==> src/rtl/ws2812b_multi_capture.sv <==
// ws2812b_multi_capture
//   WS2812B stream sniffer. Decodes the single-wire pulse stream on din,
//   captures the first NUM_PIXELS pixels of every frame into a shadow buffer,
//   commits them to a CPU-visible buffer when the frame ends (line idle), and
//   forwards the rest of the frame on dout so downstream LEDs keep working.
//
// Ports
//   clk       in   1       clock
//   reset     in   1       synchronous, active-high reset
//   din       in   1       WS2812B input, already synchronised to clk
//   dout      out  1       forwarded stream (pixels after NUM_PIXELS), 1-cycle latency
//   address   in   ADDR_W  read address
//   rd_en     in   1       one-cycle read strobe qualifying address
//   data_out  out  8       read data, combinational from address
//   frame_irq out  1       one-cycle pulse when a frame with >=1 pixel is committed
//
// Read map
//   p*BYTES_PER_PIXEL+b : visible pixel p, byte b (wire order G,R,B[,W])
//   2**ADDR_W-1         : status {pix_cnt[5:0], overflow, frame_ready}
//   anything else       : 8'h00
module ws2812b_multi_capture #(
    parameter int CLK_HZ           = 64000000,
    parameter int THRESHOLD_CYCLES = 38,
    parameter int IDLE_US          = 60,
    parameter int NUM_PIXELS       = 4,
    parameter int BYTES_PER_PIXEL  = 3,
    parameter int ADDR_W           = 4
) (
    input  logic              clk,
    input  logic              reset,
    input  logic              din,
    output logic              dout,
    input  logic [ADDR_W-1:0] address,
    input  logic              rd_en,
    output logic [7:0]        data_out,
    output logic              frame_irq
);

    localparam int IDLE_CYC  = CLK_HZ / 1000000 * IDLE_US;
    localparam int NUM_BYTES = NUM_PIXELS * BYTES_PER_PIXEL;
    // One spare bit so the saturated low counter sits above IDLE_CYC-1 and
    // the idle pulse cannot repeat during a long low period.
    localparam int LO_W      = $clog2(IDLE_CYC + 1) + 1;
    localparam int BI_W      = $clog2(NUM_BYTES + 1);
    localparam logic [ADDR_W-1:0] STATUS_ADDR = '1;

    generate
        if (NUM_PIXELS < 1 || NUM_PIXELS > 20 || NUM_BYTES > (2 ** ADDR_W) - 1) begin : g_param_check
            $error("ws2812b_multi_capture: NUM_PIXELS out of range or buffer does not fit below the status address");
        end
    endgenerate

    typedef enum logic [1:0] {
        SYNC,
        CAPTURE,
        FORWARD,
        COMMIT
    } state_t;

    state_t            state;
    state_t            state_next;

    logic              din_q;
    logic              fall_p1;
    logic [7:0]        hi_cnt;
    logic [LO_W-1:0]   lo_cnt;
    logic              bit_valid;
    logic              bit_val;
    logic              idle;

    logic [2:0]        bit_cnt;
    logic [7:0]        shreg;
    logic [BI_W-1:0]   byte_idx;
    logic [7:0]        shadow  [NUM_BYTES];
    logic [7:0]        visible [NUM_BYTES];

    logic [5:0]        pix_cnt;
    logic              overflow;
    logic              frame_ready;
    logic [BI_W-1:0]   commit_pix;
    logic              commit_valid;
    logic              status_rd;

    // Pulse decode: a falling edge of din_q registers into fall_p1, and on that
    // cycle hi_cnt holds the full high time of the bit that just ended.
    assign bit_valid = fall_p1;
    assign bit_val   = (hi_cnt >= 8'(THRESHOLD_CYCLES));
    assign idle      = (lo_cnt == LO_W'(IDLE_CYC - 1));

    // Only whole pixels are committed; a trailing partial pixel is dropped.
    assign commit_pix   = byte_idx / BI_W'(BYTES_PER_PIXEL);
    assign commit_valid = (state == COMMIT) && (commit_pix != '0);
    assign status_rd    = rd_en && (address == STATUS_ADDR);

    always_ff @(posedge clk) begin
        if (reset) begin
            state <= SYNC;
        end else begin
            state <= state_next;
        end
    end

    always_comb begin
        state_next = state;
        dout       = 1'b0;
        frame_irq  = 1'b0;
        case (state)
            SYNC: begin
                if (idle) state_next = CAPTURE;
            end
            CAPTURE: begin
                if (idle) begin
                    state_next = COMMIT;
                end else if (byte_idx == BI_W'(NUM_BYTES)) begin
                    state_next = FORWARD;
                end
            end
            FORWARD: begin
                dout = din_q;
                if (idle) state_next = COMMIT;
            end
            COMMIT: begin
                frame_irq  = commit_valid;
                state_next = CAPTURE;
            end
            default: state_next = SYNC;
        endcase
    end

    always_ff @(posedge clk) begin
        if (reset) begin
            din_q       <= 1'b0;
            fall_p1     <= 1'b0;
            hi_cnt      <= '0;
            lo_cnt      <= '0;
            bit_cnt     <= '0;
            shreg       <= '0;
            byte_idx    <= '0;
            pix_cnt     <= '0;
            overflow    <= 1'b0;
            frame_ready <= 1'b0;
            for (int i = 0; i < NUM_BYTES; i++) begin
                shadow[i]  <= '0;
                visible[i] <= '0;
            end
        end else begin
            // decode stage: input delay, edge detect, high/low timers
            din_q   <= din;
            fall_p1 <= din_q & ~din;

            if (din & ~din_q) begin
                hi_cnt <= '0;
            end else if (din_q && hi_cnt != 8'hFF) begin
                hi_cnt <= hi_cnt + 8'd1;
            end

            if (din_q) begin
                lo_cnt <= '0;
            end else if (lo_cnt != '1) begin
                lo_cnt <= lo_cnt + LO_W'(1);
            end

            // assembly stage: MSB-first shift into bytes, bytes into shadow
            if (state == COMMIT) begin
                bit_cnt  <= '0;
                shreg    <= '0;
                byte_idx <= '0;
            end else if (state == CAPTURE && bit_valid && byte_idx != BI_W'(NUM_BYTES)) begin
                shreg   <= {shreg[6:0], bit_val};
                bit_cnt <= bit_cnt + 3'd1;
                if (bit_cnt == 3'd7) begin
                    for (int i = 0; i < NUM_BYTES; i++) begin
                        if (byte_idx == BI_W'(i)) shadow[i] <= {shreg[6:0], bit_val};
                    end
                    byte_idx <= byte_idx + BI_W'(1);
                end
            end

            // commit stage: status read-clear first so a same-cycle commit wins
            if (status_rd) begin
                frame_ready <= 1'b0;
                overflow    <= 1'b0;
            end
            if (commit_valid) begin
                frame_ready <= 1'b1;
                overflow    <= overflow | frame_ready;
                pix_cnt     <= 6'(commit_pix);
                for (int i = 0; i < NUM_BYTES; i++) begin
                    if (i < int'(commit_pix) * BYTES_PER_PIXEL) visible[i] <= shadow[i];
                end
            end
        end
    end

    always_comb begin
        data_out = 8'h00;
        if (address == STATUS_ADDR) begin
            data_out = {pix_cnt, overflow, frame_ready};
        end else begin
            for (int i = 0; i < NUM_BYTES; i++) begin
                if (address == ADDR_W'(i)) data_out = visible[i];
            end
        end
    end

endmodule
==> config.mk <==
export PLATFORM = sky130hd
export DESIGN_NAME = ws2812b_multi_capture
export DESIGN_NICKNAME = d
export VERILOG_FILES = /design/src/rtl/ws2812b_multi_capture.sv
export SDC_FILE = /design/constraint.sdc
export NUM_CORES = 1
export LEC_CHECK = 0
export BUFFER_PORTS_ARGS = -buffer_cell sky130_fd_sc_hd__buf_2
export CAP_MARGIN = 5
export CORE_UTILIZATION = 39
export DETAILED_ROUTE_END_ITERATION = 10
export GPL_TIMING_DRIVEN = 0
export PLACE_DENSITY = 0.6
export SLEW_MARGIN = 10
export SYNTH_ARGS = -nofsm -noshare
export SYNTH_HDL_FRONTEND = slang
export SYNTH_SLANG_ARGS = --single-unit
==> constraint.sdc <==
create_clock -name clk -period 4.8 [get_ports clk]
set_input_delay 0.48 -clock clk [delete_from_list [all_inputs] [get_ports clk]]
set_output_delay 0.48 -clock clk [all_outputs]
set_load 0.02 [all_outputs]
==> results of run 1 <==
[per-layer routing]
layer  vias to the layer above  track usage [%]
met5                         -                0
met3                        43            3.191
met1                      3221            25.21
li1                       3236                -
met2                       181            29.89
met4                         0            5.544
[stage by stage]
stage / utilization [%] / hold slack, ps / cell area, µm²
finish: 44.64 / 165.5 / 12000
global route: 44.64 / 155.3 / 12000
CTS: 44.63 / 148.6 / 12000
detailed placement: 41.57 / 455.5 / 11170
global placement: 41.50 / 450.9 / 11150
floorplan: - / 436.8 / 10660
[registers in the layout (all words and copies together), names as in the netlist, 2 cells and up]
| register | cells |
|---|---|
| lo_cnt | 13 |
| pix_cnt | 3 |
| hi_cnt | 8 |
| state | 2 |
| byte_idx | 4 |
| visible | 96 |
| bit_cnt | 3 |
| shadow | 96 |
| shreg | 7 |
[cell usage in the layout (no fill, tap or decap), types with 4 or more instances in the layout]
cell type	netlist	layout
xnor2_1	11	11
edfxtp_1	192	192
a211oi_1	5	5
o22ai_1	7	7
ha_1	21	21
a21o_1	4	4
mux2i_1	17	17
nor2_1	126	126
inv_1	25	25
o21ai_0	19	19
mux4_2	5	5
nor2b_1	33	33
nor3_1	24	24
clkbuf_16	0	25
and2_1	81	81
clkbuf_1	22	29
o221ai_1	4	4
buf_2	12	26
nand2_1	58	58
xor2_1	7	7
a31oi_1	5	5
nand3_1	16	16
mux2_2	5	5
a21oi_1	32	32
dfxtp_1	44	44
buf_6	6	6
or2_2	4	4
nand2b_1	27	26
and3_1	4	4
[logic make-up after synthesis]
family                     Yosys count  synth area share (%)
xor gates and xnor gates            18                 1.479
muxes                               27                 3.181
and+or+nand+nor                    402                 19.64
AOI/OAI and AO/OA                  115                 7.655
adders and majority gates           22                 2.653
buffers and inverters               69                 3.029
DFF                                236                 62.36
[layout make-up]
cell class	count	area, µm²	share of cell area, %
plain buffers	43	225.2	1.877
clock buffers	35	693.2	5.777
clock inverters	10	128.9	1.074
inverters	26	97.59	0.8134
multi-input cells	584	3695	30.80
flip-flops and latches	236	6646	55.40
well taps	341	426.7	3.556
repair buffers	15	85.08	0.7091
[power groups by stage]
stage               clock network [mW]  registers, mW  logic, mW
floorplan                            0           2.33      0.159
global placement                     0           2.34      0.226
detailed placement                   0           2.34      0.229
CTS                               1.99           2.30      0.231
global route                      2.07           2.30      0.250
finish                            1.96           2.30      0.229
[final timing paths]
| kind | from | endpoint | slack (ps) |
|---|---|---|---|
| hold / removal | din | bit_valid$_SDFF_PP0_ | 170 |
| setup reg to reg | byte_idx[3]$_SDFFE_PP0P_ | visible[0][13]$_SDFFCE_PN0P_ | 750 |
| setup / recovery | byte_idx[3]$_SDFFE_PP0P_ | visible[0][13]$_SDFFCE_PN0P_ | 750 |
| hold reg to reg | shreg[6]$_SDFFE_PP0P_ | shreg[6]$_SDFFE_PP0P_ | 460 |
[critical path: stages, from the launching register on]
cell and delay [ps]:
dfxtp_1 510, nand2b_1 200, inv_1 60, ha_1 170
inv_1 50, ha_1 160, nand2_1 170, nor2_1 140
o32a_1 270, inv_1 90, ha_1 200, fa_1 580
nor2_1 140, and3b_1 230, o21bai_1 690
==> run_results.csv, run 1 <==
group,metric,value,unit
clocking,cts_buffer_depth,3,
floorplanning,die_y,167.3,µm
final_layout,finalNonFillerCells,1290,
floorplanning,die_w,167.3,µm
hold_path,min_path_type,"input pin to flip-flop",
clocking,cts_root_buffer,"clkbuf_16",
drt,wl_met1,11440,µm
power_and_ir_drop,power,4.485,mW
clocking,h-tree-depth,1,
synth,netlist_area,10660,µm²
hold_path,min_path_cells,2,
synth,synth.avg_cell_area,11.99,µm²
placed_design,place.gp.congestion,0.8535,
global_routing,gr-total-overflow,0,
power_and_ir_drop,ir_worst_vdd,0.2390,mV
worst_setup_path,cp-end-kind,"flip-flop",
final_layout,area_growth,12.57,%
worst_setup_path,ff2ff_path_depth,14,
drt,drc,0,
timing,max_freq,246.8,MHz
timing,rsz0062_at_grt,"no",
synth,synth-seq-area-share,62.36,%
timing,finalMaxSlewViolations,0,
global_routing,grt_usage,18.41,%
synth,syn-num-nets,919,
clocking,cts_tree,"yes",
clocking,path_clk_slew,60,ps
timing,period_minus_slack,4051,ps
synth,synthDistinctLibCells,80,
clocking,clock-sinks,236,
drt,wl_met3,1371,µm
power_and_ir_drop,leakage,4.371,nW
clocking,postCtsResizedCells,0,
synth,yosysWarnings,0,
placed_design,numPortBuffers,14,
timing,fin_ws,748.9,ps
global_routing,antenna_found_initial,0,
timing,hold_violations,0,
global_routing,grt_pass1_wl,38760,µm
synth,synthArstFlopShare,0,%
worst_setup_path,cp_max_fo,8,
worst_setup_path,arrival,4200,ps
floorplanning,coreArea,26880,µm²
clocking,ctsHoldBuffers,0,
synth,yosysMostFrequentCell,"edfxtp_1",
power_and_ir_drop,comb_power_share,5.1,%
drt,via_count,6681,
final_layout,fillers,2514,
timing,min_period_over_period,84.40,%
clocking,cts_setup_buffers,0,
synth,ys_top_cells_by_area,"edfxtp_1, dfxtp_1, and2_1",
final_layout,layout-drive-gt1-share,11.06,%
power_and_ir_drop,power_density,373.8,nW/µm²
clocking,cts_buffers,25,
power_and_ir_drop,p_sw,0.9698,mW
run,maxCapViolCount,0,
floorplanning,row_count,60,
placed_design,dp_hpwl,17740,µm
power_and_ir_drop,switching_share,21.62,%
final_layout,nets,961,
clocking,clk_latency,530,ps
placed_design,dp_cells,1245,
timing,max_slew.worst_pin.slew,1075,ps
synth,syn_inst,889,
worst_setup_path,critPathKind,"flip-flop to flip-flop",
power_and_ir_drop,seqPwrFrac,51.2,%
synth,ys_ff_latch,236,
synth,synth_edf_count,192,
timing,setup_viol,0,
synth,synth_top_area_share,54.10,%
power_and_ir_drop,p_int,3.515,mW
timing,finalSetupTns,0,ps
drt,postRouteAntennaNets,0,
drt,routed_wl,25230,µm
worst_setup_path,worstSetupStartpointType,"flip-flop",
global_routing,first_global_vias,6459,
worst_setup_path,required,4950,ps
drt,wl_met2,11730,µm
final_layout,diodes,0,
power_and_ir_drop,clockPowerShare,43.7,%
drt,dr.pass1.iters,5,
synth,synth_top_cell_by_area,"edfxtp_1",
drt,wl_per_cell,19.55,µm
drt,viasPerCell,5.179,
timing,clock_skew,13.51,ps
global_routing,grt_max_degree,25,
run_status,outcome,"finished clean",
floorplanning,start_util,39.66,%
drt,drt_iter0_markers,549,
floorplanning,die-area,27990,µm²
synth,synth-main-ff-cell,"edfxtp_1",
floorplanning,io_pins,18,
placed_design,pre_cts_ws,766.4,ps
synth,yosys-top-cells-count,"edfxtp_1, nor2_1, and2_1",
timing,slew_headroom,28.34,%
drt,routed.top_layer,"met4",
(Power assumes the default switching activity.)
==> run 2: changes to the inputs <==
--- a/config.mk
+++ b/config.mk
@@ -5,12 +5,13 @@
 export SDC_FILE = /design/constraint.sdc
 export NUM_CORES = 1
 export LEC_CHECK = 0
+export ABC_AREA = 1
 export BUFFER_PORTS_ARGS = -buffer_cell sky130_fd_sc_hd__buf_2
 export CAP_MARGIN = 5
 export CORE_UTILIZATION = 39
 export DETAILED_ROUTE_END_ITERATION = 10
 export GPL_TIMING_DRIVEN = 0
-export PLACE_DENSITY = 0.6
+export PLACE_DENSITY = 0.62
 export SLEW_MARGIN = 10
 export SYNTH_ARGS = -nofsm -noshare
 export SYNTH_HDL_FRONTEND = slang
==> constraint.sdc (replaced) <==
create_clock -name clk -period 3.3 [get_ports clk]
set_input_delay 0.33 -clock clk [delete_from_list [all_inputs] [get_ports clk]]
set_output_delay 0.33 -clock clk [all_outputs]
set_load 0.02 [all_outputs]
==> run_results.csv, run 2 <==
group,metric,value,unit
power_and_ir_drop,clockPowerShare,46.8,%
worst_setup_path,critPathBufInv,6,
hold_path,min_path_cells,4,
power_and_ir_drop,p_sw,1.409,mW
clocking,cts_buffer_depth,3,
synth,netlist_area,10340,µm²
worst_setup_path,slowest_stage,"clkbuf_1",
placed_design,dp_hpwl,15640,µm
synth,ys_top_cells_by_area,"edfxtp_1, nor2_1, dfxtp_1",
timing,slew_headroom,24.70,%
synth,synth_top_area_share,55.74,%
timing,setup_viol,0,
floorplanning,row_count,59,
global_routing,antenna_found_initial,0,
global_routing,gr-total-overflow,0,
clocking,cts_buffers,26,
final_layout,mostFrequentLayoutCells,"nor2_1, edfxtp_1, inv_1",
synth,syn-num-nets,1089,
power_and_ir_drop,power_density,570.1,nW/µm²
worst_setup_path,cp-end-kind,"flip-flop",
synth,synth.avg_cell_area,9.767,µm²
drt,drc,0,
timing,finalSetupTns,0,ps
placed_design,place_area,10890,µm²
final_layout,nets,1146,
drt,viasPerCell,4.741,
timing,clock_skew,20.93,ps
global_routing,grt_max_degree,19,
power_and_ir_drop,seqPwrFrac,48.9,%
floorplanning,die_y,164.9,µm
worst_setup_path,ff2ff_path_depth,16,
synth,synthDistinctLibCells,36,
power_and_ir_drop,comb_power_share,4.3,%
run_status,outcome,"finished clean",
timing,hold_violations,0,
synth,synthArstFlopShare,0,%
synth,synth_top_cell_by_area,"edfxtp_1",
floorplanning,die_w,164.9,µm
clocking,cts_tree,"yes",
drt,wl_per_cell,15.66,µm
worst_setup_path,arrival,3430,ps
floorplanning,coreArea,26060,µm²
synth,ys_ff_latch,236,
worst_setup_path,crit_family,"buffers and inverters",
clocking,path_clk_slew,60,ps
worst_setup_path,critPathKind,"flip-flop to flip-flop",
synth,synth-main-ff-cell,"edfxtp_1",
timing,min_period_over_period,96.37,%
final_layout,layout-drive-gt1-share,10.21,%
worst_setup_path,r2r_slack,120,ps
final_layout,top_regs,"shadow x96, visible x96, lo_cnt x13",
clocking,clock-sinks,236,
worst_setup_path,cp_max_fo,10,
floorplanning,die-area,27180,µm²
worst_setup_path,r2r_end,"visible[1][7]$_SDFFCE_PN0P_",
drt,routed_wl,23040,µm
floorplanning,io_pins,18,
global_routing,grt_usage,17.64,%
clocking,cts_root_buffer,"clkbuf_16",
worst_setup_path,crit_path_frequent_cell,"inv_1",
worst_setup_path,crit_chain,"inv_1 > nor2_2 > ha_1 > inv_1 > ha_1 > inv_1 > a211oi_2 > o21ai_2 > inv_1 > ha_1 > a21oi_4 > inv_2 > nor2_1 > nand2_1 > clkbuf_1 > nor2_1",
timing,max_slew.worst_pin.slew,1118,ps
final_layout,diodes,0,
power_and_ir_drop,switching_share,20.64,%
run,maxCapViolCount,0,
synth,synth-seq-area-share,64.26,%
worst_setup_path,critical_path.reg2reg.startpoint,"byte_idx[2]$_SDFFE_PP0P_",
global_routing,grt_pass1_wl,35940,µm
clocking,clk_latency,530,ps
worst_setup_path,cp-startpoint,"byte_idx[2]$_SDFFE_PP0P_",
hold_path,min_from,"rd_en",
clocking,h-tree-depth,1,
drt,dr.pass1.iters,5,
synth,synth_edf_count,192,
placed_design,place.gp.congestion,0.8071,
synth,yosys-top-cells-count,"nor2_1, edfxtp_1, inv_1",
power_and_ir_drop,ir_worst_vdd,0.4400,mV
drt,drt_iter0_markers,613,
timing,max_freq,314.4,MHz
floorplanning,start_util,39.69,%
final_layout,area_growth,15.81,%
hold_path,min_path_type,"input pin to flip-flop",
drt,postRouteAntennaNets,0,
synth,yosysWarnings,0,
hold_path,holdPathEnd,"overflow$_SDFFE_PP0P_",
timing,finalMaxSlewViolations,0,
timing,period_minus_slack,3180,ps
power_and_ir_drop,leakage,4.697,nW
power_and_ir_drop,p_int,5.419,mW
global_routing,first_global_vias,6622,
placed_design,numPortBuffers,17,
power_and_ir_drop,power,6.829,mW
final_layout,layout_commonest_cell,"nor2_1",
worst_setup_path,worstSetupStartpointType,"flip-flop",
worst_setup_path,required,3550,ps
drt,via_count,6974,
worst_setup_path,slowest_delay,430,ps
final_layout,design_area,11980,µm²
synth,yosysMostFrequentCell,"nor2_1",
synth,syn_inst,1059,
-- run 2: cell count changes after synthesis, moves of 27 or more --
cell / change
nand2b_1: -27
nor2b_1: -33
nor2_1: +140
and2_1: -81
nand3_1: +29
nand2_1: +84
inv_1: +158
-- run 2: cell type report --
class                   instances  area, µm²
flip-flops and latches        236       6651
plain buffers                  13      50.05
multi-input cells             613       2973
well taps                     335      419.2
fillers                      2436      14080
repair buffers                 28      190.2
inverters                     198      743.2
clock inverters                17      261.5
clock buffers                  31      690.7
-- run 2: worst max path at each step --
stage,to,slack (ps),cells past startpoint
3_5_place_dp,visible[0][16]$_SDFFCE_PN0P_,-520,16
6_report,visible[1][7]$_SDFFCE_PN0P_,120,16
2_1_floorplan,visible[1][16]$_SDFFCE_PN0P_,40,16
3_3_place_gp,visible[0][16]$_SDFFCE_PN0P_,-470,16
5_1_grt,visible[0][28]$_SDFFCE_PN0P_,-70,16
4_1_cts,visible[0][7]$_SDFFCE_PN0P_,7,14
-- run 2: worst register-to-register path, delay by kind of cell (launching register included) --
family,cells,cell delay (ps)
and+or+nand+nor,4,530
DFF,1,390
adders and majority gates,3,620
buffers and inverters,6,960
AOI/OAI and AO/OA,3,420
-- run 2: stage by stage --
step	hold WS, ps	utilization [%]	std cells	setup WS (ps)
global placement	441.6	41.67	1411	-467.3
detailed placement	452.3	41.79	1412	-515.1
floorplan	402.1	-	1059	37.10
CTS	134.4	45.81	1468	6.563
global route	151.3	45.97	1471	-68.50
finish	135.6	45.97	1471	119.8
-- run 2: kinds of logic after synthesis --
family                   share of synthesized area (%)
adder cells (fa/ha/maj)                          2.734
AO/OA/AOI/OAI                                    4.125
flip-flops                                       64.26
buffers and inverters                            7.669
XOR/XNOR                                         1.016
AND/OR/NAND/NOR                                  20.20
-- run 2: power by group through the flow --
stage                     logic (mW)  clock network [mW]  registers (mW)
after floorplan                0.189                   0            3.39
after global placement         0.278                   0            3.40
after detailed placement       0.289                   0            3.40
after CTS                      0.296                3.22            3.34
after global routing           0.328                3.36            3.35
final                          0.294                3.20            3.34
-- run 2: repair_timing --
action | CTS | global route
hold buffers | 1 | 0
pin swaps | 4 | 3
setup buffers | 6 | 3
endpoints found under the setup margin | 141 | 111
gates cloned | 1 | 0
gates resized for setup | 11 | 6
hold endpoints to repair | 1 | 0
-- run 2: layer usage --
metal / vias to the layer above / part of all wire (%) / GRT usage (%)
met5: - / 0 / 0
met4: 0 / 2.0 / 5.213
met3: 31 / 5.3 / 2.888
met2: 161 / 47 / 29.20
met1: 3267 / 45 / 23.74
li1: 3515 / - / -
==> run 3: changes to the inputs <==
--- a/config.mk
+++ b/config.mk
@@ -11,7 +11,7 @@
 export CORE_UTILIZATION = 39
 export DETAILED_ROUTE_END_ITERATION = 10
 export GPL_TIMING_DRIVEN = 0
-export PLACE_DENSITY = 0.62
+export PLACE_DENSITY_LB_ADDON = 0.2
 export SLEW_MARGIN = 10
 export SYNTH_ARGS = -nofsm -noshare
 export SYNTH_HDL_FRONTEND = slang
==> constraint.sdc (replaced) <==
create_clock -name clk -period 3.3 [get_ports clk]
set_input_delay 0 -clock clk [delete_from_list [all_inputs] [get_ports clk]]
set_output_delay 0 -clock clk [all_outputs]
set_load 0.02 [all_outputs]
==> run_results.csv, run 3 (synthesized netlist as in run 2, its figures left out) <==
group,metric,value,unit
placed_design,dp_hpwl,15870,µm
final_layout,fin_util,45.54,%
timing,slew_headroom,36.69,%
final_layout,mostFrequentLayoutCells,"nor2_1, edfxtp_1, inv_1",
drt,dr.pass1.iters,4,
timing,fin_ws,169.6,ps
global_routing,gr-total-overflow,0,
worst_setup_path,cp-end-kind,"flip-flop",
placed_design,place.gp.congestion,0.8253,
drt,drc,0,
final_layout,nets,1143,
final_layout,top_regs,"shadow x96, visible x96, lo_cnt x13",
clocking,path_clk_slew,60,ps
power_and_ir_drop,power,6.459,mW
floorplanning,start_util,39.69,%
final_layout,diodes,0,
clocking,clk_latency,530,ps
global_routing,grt_usage,17.72,%
timing,rsz0062_at_grt,"no",
global_routing,met1_usage,24.01,%
timing,finalMaxSlewViolations,0,
power_and_ir_drop,ir_worst_vdd,0.3497,mV
floorplanning,io_pins,18,
final_layout,layout_commonest_cell,"nor2_1",
timing,period_minus_slack,3130,ps
clocking,cts_buffer_depth,3,
floorplanning,coreArea,26060,µm²
global_routing,grt_max_degree,25,
worst_setup_path,worstSetupStartpointType,"flip-flop",
clocking,cts_tree,"yes",
placed_design,dp_cells,1412,
timing,min_period_over_period,94.86,%
timing,max_freq,319.4,MHz
clocking,cts_buffers,26,
placed_design,pre_cts_ws,-522.5,ps
floorplanning,die_w,164.9,µm
clocking,clock-sinks,236,
final_layout,area_growth,14.73,%
worst_setup_path,cp_max_fo,8,
drt,drt_iter0_markers,564,
clocking,h-tree-depth,1,
global_routing,first_global_vias,6523,
drt,viasPerCell,4.627,
drt,via_count,6793,
placed_design,place_area,10880,µm²
global_routing,antenna_found_initial,0,
global_routing,busiest_layer,"met2",
floorplanning,row_count,59,
timing,hold_violations,0,
hold_path,min_path_type,"input pin to flip-flop",
power_and_ir_drop,leakage,4.643,nW
drt,routed_wl,23120,µm
drt,wl_per_cell,15.75,µm
final_layout,design_area,11870,µm²
timing,max_slew.worst_pin.slew,942.4,ps
final_layout,layout-drive-gt1-share,9.797,%
drt,postRouteAntennaNets,0,
global_routing,use_met2,30.12,%
global_routing,grt_pass1_wl,36060,µm
run,maxCapViolCount,0,
final_layout,finalNonFillerCells,1468,
run_status,outcome,"finished clean",
global_routing,grtUsageMet3,2.160,%
worst_setup_path,arrival,3360,ps
clocking,cts_root_buffer,"clkbuf_16",
timing,finalSetupTns,0,ps
placed_design,numPortBuffers,17,
floorplanning,die-area,27180,µm²
timing,setup_viol,0,
worst_setup_path,required,3530,ps
timing,hold_slack,186.1,ps
floorplanning,die_y,164.9,µm
worst_setup_path,critPathKind,"flip-flop to flip-flop",
timing,clock_skew,13.39,ps
power_and_ir_drop,power_density,544.3,nW/µm²
==> run 3: changes by cell type in the layout (fill, tap and decap cells not counted), moves of 2 or more <==
cell,change
buf_4,-5
buf_8,+2
bufinv_16,-5
clkinv_1,+2
clkinv_2,+3
dlygate4sd3_1,+2
inv_6,+2
o21ai_0,-2
o21ai_1,+2
==> run 3: report_power, final <==
group	leakage, nW	total [mW]	internal, mW	switching (mW)
clock network	0.414	2.83	1.67	1.16
logic	1.88	0.291	0.0812	0.210
registers	2.35	3.34	3.30	0.0351
==> run 3: worst paths after layout <==
| check | startpoint | end | slack (ps) | cells after the start |
|---|---|---|---|---|
| setup / recovery | byte_idx[2]$_SDFFE_PP0P_ | visible[1][23]$_SDFFCE_PN0P_ | 170 | 15 |
| hold reg to reg | shreg[6]$_SDFFE_PP0P_ | shreg[6]$_SDFFE_PP0P_ | 450 | 2 |
| setup reg to reg | byte_idx[2]$_SDFFE_PP0P_ | visible[1][23]$_SDFFCE_PN0P_ | 170 | 15 |
| hold / removal | din | bit_valid$_SDFF_PP0_ | 190 | 3 |
==> run 3: layer usage <==
| metal | up-vias | wire, µm |
|---|---|---|
| met5 | - | 0 |
| met4 | 0 | 464 |
| met3 | 29 | 905 |
| met2 | 117 | 10990 |
| met1 | 3143 | 10760 |
| li1 | 3504 | - |
==> run 3: repair_timing <==
action / in CTS / in global routing
endpoints found under the setup margin: 140 / 96
pin swaps: 3 / 3
hold buffers: 3 / 0
endpoints found under the hold margin: 11 / 0
setup buffers: 3 / 2
gates resized for setup: 14 / 10
==> run 3: cell type report <==
class / count / area [µm²]
Fill cell: 2442 / 14190
Multi-Input combinational cell: 612 / 2974
Timing Repair Buffer: 26 / 175.2
Inverter: 198 / 757.0
Tap cell: 335 / 419.2
Clock buffer: 31 / 700.7
Buffer: 13 / 50.05
Clock inverter: 17 / 137.6
Sequential cell: 236 / 6654
==> run 3: critical path: stages (launching register included) <==
cell	delay (ps)
dfxtp_4	340
inv_1	80
nor2_4	120
ha_1	150
inv_1	40
ha_1	260
inv_1	50
a211oi_2	250
o21ai_2	100
ha_1	200
fa_2	350
xor2_2	170
a21oi_4	250
nor2_1	70
bufinv_8	220
or2_4	180
